[config.mk]
export PLATFORM = sky130hd
export DESIGN_NAME = alu_sequencer
export DESIGN_NICKNAME = d
export VERILOG_FILES = /design/src/rtl/alu_sequencer.sv
export SDC_FILE = /design/constraint.sdc
export NUM_CORES = 1
export LEC_CHECK = 0
export CAP_MARGIN = 25
export CORE_AREA = 2 2 65 61
export DETAILED_ROUTE_END_ITERATION = 10
export DIE_AREA = 0 0 67 63
export PLACE_DENSITY_LB_ADDON = 0.08
export SLEW_MARGIN = 20
export SYNTH_ARGS = -nofsm -noshare
export SYNTH_HDL_FRONTEND = slang
export SYNTH_SLANG_ARGS = --single-unit
[constraint.sdc]
create_clock -name clk -period 1.65 [get_ports clk]
set_input_delay 0.33 -clock clk [delete_from_list [all_inputs] [get_ports clk]]
set_output_delay 0.33 -clock clk [all_outputs]
set_load 0.05 [all_outputs]
[src/rtl/alu_sequencer.sv]
// Multi-cycle ALU sequencer: add/sub, shift-add multiply, restoring divide, one request in flight.
// Define ALU_SEQ_DIV_EN to build the divider; otherwise op 11 returns an error response.
module alu_sequencer #(
  parameter int W = 4
) (
  input  logic           clk,
  input  logic           rst_n,
  input  logic           req_valid,
  output logic           req_ready,
  input  logic [W-1:0]   req_a,
  input  logic [W-1:0]   req_b,
  input  logic [1:0]     req_op,
  output logic           rsp_valid,
  input  logic           rsp_ready,
  output logic [2*W-1:0] rsp_data,
  output logic [W-1:0]   rsp_rem,
  output logic           rsp_err,
  output logic           busy
);
  localparam int CW = $clog2(W + 1);

  typedef enum logic [2:0] {
    IDLE, ADDSUB, MUL, DONE
`ifdef ALU_SEQ_DIV_EN
    , DIV
`endif
  } state_t;

  state_t         state, state_nxt;
  logic [CW-1:0]  cnt;
  logic [W-1:0]   a_q, b_q, rem_q;
  logic           sub_q, err_q;
  logic [2*W-1:0] acc;
  logic           last;

  assign req_ready = (state == IDLE);
  assign busy      = (state != IDLE);
  assign rsp_valid = (state == DONE);
  assign rsp_data  = acc;
  assign rsp_rem   = rem_q;
  assign rsp_err   = err_q;
  assign last      = (cnt == CW'(W - 1));

  // acc = {partial product, remaining multiplier bits}; shifts right once per step
  logic [W:0]     mul_sum;
  logic [2*W-1:0] mul_nxt;
  always_comb begin
    mul_sum = {1'b0, acc[2*W-1:W]} + (acc[0] ? {1'b0, a_q} : '0);
    mul_nxt = {mul_sum, acc[W-1:1]};
  end

`ifdef ALU_SEQ_DIV_EN
  // a_q shifts dividend bits out the top and quotient bits in the bottom
  logic [W:0]   div_sh;
  logic         div_ge;
  logic [W-1:0] div_rem_nxt, div_quo_nxt;
  always_comb begin
    div_sh      = {rem_q, a_q[W-1]};
    div_ge      = (div_sh >= {1'b0, b_q});
    div_rem_nxt = div_ge ? W'(div_sh - {1'b0, b_q}) : div_sh[W-1:0];
    div_quo_nxt = {a_q[W-2:0], div_ge};
  end
`endif

  always_ff @(posedge clk or negedge rst_n) begin
    if (!rst_n) state <= IDLE;
    else        state <= state_nxt;
  end

  always_comb begin
    state_nxt = state;
    case (state)
      IDLE: begin
        if (req_valid) begin
          case (req_op)
            2'b00, 2'b01: state_nxt = ADDSUB;
            2'b10:        state_nxt = MUL;
`ifdef ALU_SEQ_DIV_EN
            default:      state_nxt = (req_b == '0) ? DONE : DIV;
`else
            default:      state_nxt = DONE;
`endif
          endcase
        end
      end
      ADDSUB: state_nxt = DONE;
      MUL:    if (last) state_nxt = DONE;
`ifdef ALU_SEQ_DIV_EN
      DIV:    if (last) state_nxt = DONE;
`endif
      DONE:   if (rsp_ready) state_nxt = IDLE;
      default: state_nxt = IDLE;
    endcase
  end

  always_ff @(posedge clk or negedge rst_n) begin
    if (!rst_n) begin
      cnt   <= '0;
      a_q   <= '0;
      b_q   <= '0;
      sub_q <= 1'b0;
      acc   <= '0;
      rem_q <= '0;
      err_q <= 1'b0;
    end else begin
      case (state)
        IDLE: begin
          if (req_valid) begin
            cnt   <= '0;
            a_q   <= req_a;
            b_q   <= req_b;
            sub_q <= req_op[0];
            rem_q <= '0;
            err_q <= 1'b0;
            acc   <= '0;
            if (req_op == 2'b10) acc <= {{W{1'b0}}, req_b};
            if (req_op == 2'b11) begin
`ifdef ALU_SEQ_DIV_EN
              if (req_b == '0) begin
                acc   <= '1;
                err_q <= 1'b1;
              end
`else
              err_q <= 1'b1;
`endif
            end
          end
        end
        ADDSUB: begin
          if (sub_q) acc <= {{W{1'b0}}, a_q} - {{W{1'b0}}, b_q};
          else       acc <= {{W{1'b0}}, a_q} + {{W{1'b0}}, b_q};
        end
        MUL: begin
          cnt <= cnt + CW'(1);
          acc <= mul_nxt;
        end
`ifdef ALU_SEQ_DIV_EN
        DIV: begin
          cnt   <= cnt + CW'(1);
          rem_q <= div_rem_nxt;
          a_q   <= div_quo_nxt;
          acc   <= {{W{1'b0}}, div_quo_nxt};
        end
`endif
        default: ;
      endcase
    end
  end
endmodule
Yosys cells after proc, flatten, opt, wreduce, memory -nomap -nowiden
Index checks and enable logic that the tools add are counted.

storage, ports and cells
  word-level logic and storage cells = 44
  input bits = 14
  register bits = 24
  output and inout bits = 16

operators by class
  add/sub/neg operators = 4
  equal/unequal tests = 10
  muxes and demuxes = 13
  reduce and logical (&&, ||, !) cells = 10

operator list
  kind                 number
  $pmux 8 s3           1
  $mux 8               2
  $mux 3               4
  $pmux 3 s4           1
  $add 4x4->5          2
  $eq 3x2->1 const B   3
  $mux 4               2
  $pmux 3 s2           1
  $reduce_and 2->1     3
  $reduce_bool 3->1    2
  $sub 4x4->5          1
  $eq 2x2->1 const B   2
  $ne 2x2->1 const B   2
  $pmux 2 s2           1
  $add 3x1->3 const B  1
  $eq 3x1->1 const B   1
  $logic_not 3->1      1
  $reduce_and 3->1     1
  $eq 2x1->1 const B   1
  $logic_not 2->1      1
  $ne 2x1->1 const B   1
  $reduce_bool 2->1    1
  $reduce_or 2->1      1
  $mux 1               1

Logic depth before layout (Yosys ltp)
  word-level depth = 5
  depth in mapped cells = 9

Worst setup path after synthesis
Ideal clock, no wire load.

  kind = register -> register
  from = register acc[0], in the netlist rsp_data[0]
  to = register acc[4], in the netlist rsp_data[4]
  period minus slack after synthesis = 1.968 ns
  cell stages (with the launch flop) = 8
  library setup time = 0.128 ns
  path slack = -0.318 ns
  arrival time = 1.841 ns
  data required time = 1.522 ns
  buffers on the path = 0
  path through = dfrtp_1 -> and2_1 -> ha_1 -> inv_1 -> fa_1 -> nor2b_1 -> a311oi_1 -> o21ai_0

on the way
  word-level cells in the longest chain between the ends = 3

RTL lines
  item                    RTL line  RTL
  start, declared         33        logic [2*W-1:0] acc;
  start signal, assigned  116       if (req_op == 2'b10) acc <= {{W{1'b0}}, req_b};
  start signal, assigned  130       if (sub_q) acc <= {{W{1'b0}}, a_q} - {{W{1'b0}}, b_q};
  start signal, assigned  131       else acc <= {{W{1'b0}}, a_q} + {{W{1'b0}}, b_q};
  $mux 4                  48        mul_sum = {1'b0, acc[2*W-1:W]} + (acc[0] ? {1'b0, a_q} : '0);
  $add 4x4->5             48
  $pmux 8 s3              106       case (state)

Every way passes these cells.
A chain may end at the register's enable or synchronous reset.

Worst setup path after layout
  from = register a_q[0]
  to = register acc[4], in the netlist rsp_data[4]

on the way
  word-level cells in the longest chain between the ends = 3

RTL lines
  item                                   RTL line  RTL
  start, declared                        31        logic [W-1:0] a_q, b_q, rem_q;
  start signal, assigned                 110       a_q <= req_a;
  $mux 4 (tied with other cells)         48
  $add 4x4->5 or $mux 8 (tied branches)  48, 130
  $pmux 8 s3 (*)                         106

Every way passes the cells marked *; elsewhere a longest branch is shown, timed or not.

==> flow_summary.yaml <==
status:
  run_status: "finished, violations left"
  failed_checks: "setup timing"
die:
  dieArea_um2: 4220
  number_of_core_rows: 21
  die_width_um: 67
  start_util: 0.455
  ios: 30
  coreArea_um2: 3570
  dieHeight_um: 63
layout:
  post_route_cells_drive_above_1_share: 0.377
  fillerInstances: 286
  final_nets: 268
  final_cell_mix: "36 x buf_4, 21 x dfrtp_1, 18 x nand2_1, 13 x clkdlybuf4s50_1"
  count_of_inserted_antenna_diode_cells: 0
  final_core_area_utilization: 0.653
  layout_commonest_cell: "buf_4"
  syn2layout_area_growth_pct: 43.5
yosys:
  yosysWarningCount: 0
  avgSynthCellArea_um2: 9.23
  netlist.top_cell.by_area: "dfrtp_1"
  ys_top_cells_by_area: "dfrtp_1 35%, ha_1 15%, mux2_2 6.9%"
  synth_top_area_share: 0.354
  count_of_flip_flops_with_a_built_in_enable_after_synthesis: 0
  synth-main-ff-cell: "dfrtp_1"
  synthCells: 176
  synth_cell_area_um2: 1630
  yosys_register_bits: 23
  synth_cell_types: 35
  seq_area_frac_synth: 0.354
  postSynth.asyncResetShare: 1.00
setup_path:
  startpoint_of_the_worst_slack_reg_to_reg_timing_path: "a_q[0]"
  timing.critical_path.cells: "buf_6 > and2_4 > ha_4 > inv_2 > fa_1 > nor2b_1 > a311oi_1 > o21ai_1"
  worstReg2RegEnd: "rsp_data[4]"
  cells_on_worst_reg2reg_path: 8
  regToRegSetupSlack_ns: -0.09
  cp_data_arrival_time_ns: 1.90
  worst_setup_start_kind: "register"
  critPathMaxFanout: 3
  worst-endpoint-required_ns: 1.81
  crit_path_max_incr_delay_ns: 0.48
  critical_path.endpoint_type: "register"
  worst_path_max_delay_cell: "fa_1"
  path_class: "register to register"
timing:
  period_minus_slack_ns: 1.74
  timing.setup.tns_ns: -0.356
  hold_viol_final: 0
  final.period_utilization: 1.05
  clock.fmax_mhz: 576
  rsz0062_at_grt: "yes"
  slew_viol_final: 0
  final.setup.worst_slack_ns: -0.0860
  setup_viol: 6
  finClkSkew_ns: 0.00465
place:
  gp_routability_congestion: 0.781
  dpl_worst_slack_ns: -0.178
  place.port_buffers: 25
  place_hpwl_um: 2960
clock_tree:
  cts_buffers: 3
  clock_sink_count: 23
  cts-root-buf: "clkbuf_8"
  clkTransAtPathRegs_ns: 0.08
  clock_insertion_delay_worst_skew_ns: 0.27
  cts_tree: "done"
  cts_max_path_buffers: 2
  cts_hold_buffers: 0
  htree_levels: 1
drt:
  detail_route.wl_per_cell_um: 13.3
  dr.pass1.iters: 4
  detail_route.drc_violations: 0
  via_per_inst: 4.92
  drt-initial-drc-count: 26
  post_drt_antenna_nets: 0
  overall_via_count_from_detail_route: 1362
  drt_wl_total_um: 3690
power_and_ir_drop:
  p_int_w: 0.00277
  clkPwrFrac: 0.070
  power.density_nw_per_um2: 2180
  leakagePower_nw: 1.07
  p_sw_w: 0.00231
  power.sequential.fraction: 0.209
  share_comb_of_total_power: 0.721
  max-vdd-ir-drop_v: 0.00107
  power.switching_fraction: 0.455
flow_run:
  drv_cap: 0
global_route:
  largest_net_degree_at_the_start_of_global_routing: 24
  grt_util_all_layers: 0.199
  initial_antenna_violation_count: 0
  vias_in_the_first_global_route: 1347
  globalRoute.totalOverflow: 0
  grt_pass1_wl_um: 6420
min_path:
  worstHoldPathType: "input port to async pin"
-- flip-flops by register name (all words and copies together) (netlist names) --
signal / cells
rsp_data: 8
rsp_err: 1
b_q: 4
state: 2
cnt: 3
a_q: 4
sub_q: 1
-- logic make-up after synthesis --
kind of cell	count (synthesis)	share of synthesized area
AOI/OAI and AO/OA	42	0.150
xor gates and xnor gates	4	0.0216
adders and majority gates	22	0.183
buffers and inverters	27	0.0770
DFF	23	0.354
muxes	11	0.0754
other	1	0.00231
and+or+nand+nor	46	0.136
-- worst max-delay path: cells and delay by family (launching register included) --
| family | cells | cell delay (ns) |
|---|---|---|
| AO/OA/AOI/OAI | 2 | 0.31 |
| buffers and inverters | 2 | 0.15 |
| AND/OR/NAND/NOR | 2 | 0.19 |
| adder cells (fa/ha/maj) | 2 | 0.61 |
| flip-flops | 1 | 0.37 |
-- area by class of cell --
type	instances	area, µm²	share of cell area
clock buffers	3	41.3	0.0177
well taps	46	57.6	0.0247
multi-input cells	129	1050	0.451
inverters	18	72.6	0.0311
clock inverters	1	5.00	0.00215
repair buffers	57	526	0.225
flip-flops and latches	23	578	0.248
-- routing by layer --
| layer | part of all wire | track usage |
|---|---|---|
| met1 | 0.45 | 0.262 |
| met2 | 0.49 | 0.339 |
| met3 | 0.041 | 0.0252 |
| met4 | 0.016 | 0.0536 |
| met5 | 0 | 0 |
-- synth_stat cells (all sizes together), types with 2 or more instances --
master / number
a21oi: 14
and2: 3
buf: 6
clkbuf: 3
dfrtp: 23
fa: 3
ha: 19
inv: 18
mux2: 10
nand2: 19
nand2b: 3
nand3: 2
nor2: 11
nor2b: 4
o21ai: 18
o22ai: 2
xnor2: 4
-- power by group through the flow --
stage / sequential (W) / clock (W) / combinational, W
floorplan: 0.00130 / 0 / 0.00183
global placement: 0.00105 / 0 / 0.00319
detailed placement: 0.00107 / 0 / 0.00328
CTS: 0.00106 / 0.000368 / 0.00355
global route: 0.00111 / 0.000393 / 0.00402
finish: 0.00106 / 0.000354 / 0.00366
-- repair_timing --
item | 4_1_cts | 5_1_grt
endpoints found under the setup margin | 10 | 11
setup buffers | 2 | 3
pin swaps | 11 | 8
gates cloned | 0 | 0
resized for setup | 23 | 11
-- how the worst max path moves through the flow --
stage / from / endpoint / cells past startpoint
after floorplan: rsp_data[0] / rsp_data[4] / 7
after global placement: a_q[0] / rsp_data[1] / 8
after detailed placement: a_q[0] / rsp_data[4] / 8
after CTS: a_q[0] / rsp_data[7] / 10
after global routing: a_q[0] / rsp_data[4] / 8
final: a_q[0] / rsp_data[4] / 8
-- metrics by stage --
step / hold WS [ns] / area [µm²] / cells / total power, W
3_3_place_gp: 0.462 / 2140 / 268 / 0.00424
3_5_place_dp: 0.495 / 2140 / 268 / 0.00434
4_1_cts: 0.427 / 2280 / 274 / 0.00498
2_1_floorplan: 0.0344 / 1670 / 179 / 0.00313
5_1_grt: 0.443 / 2330 / 277 / 0.00552
6_report: 0.416 / 2330 / 277 / 0.00508
Note: power is estimated with default switching activity, not from simulation.
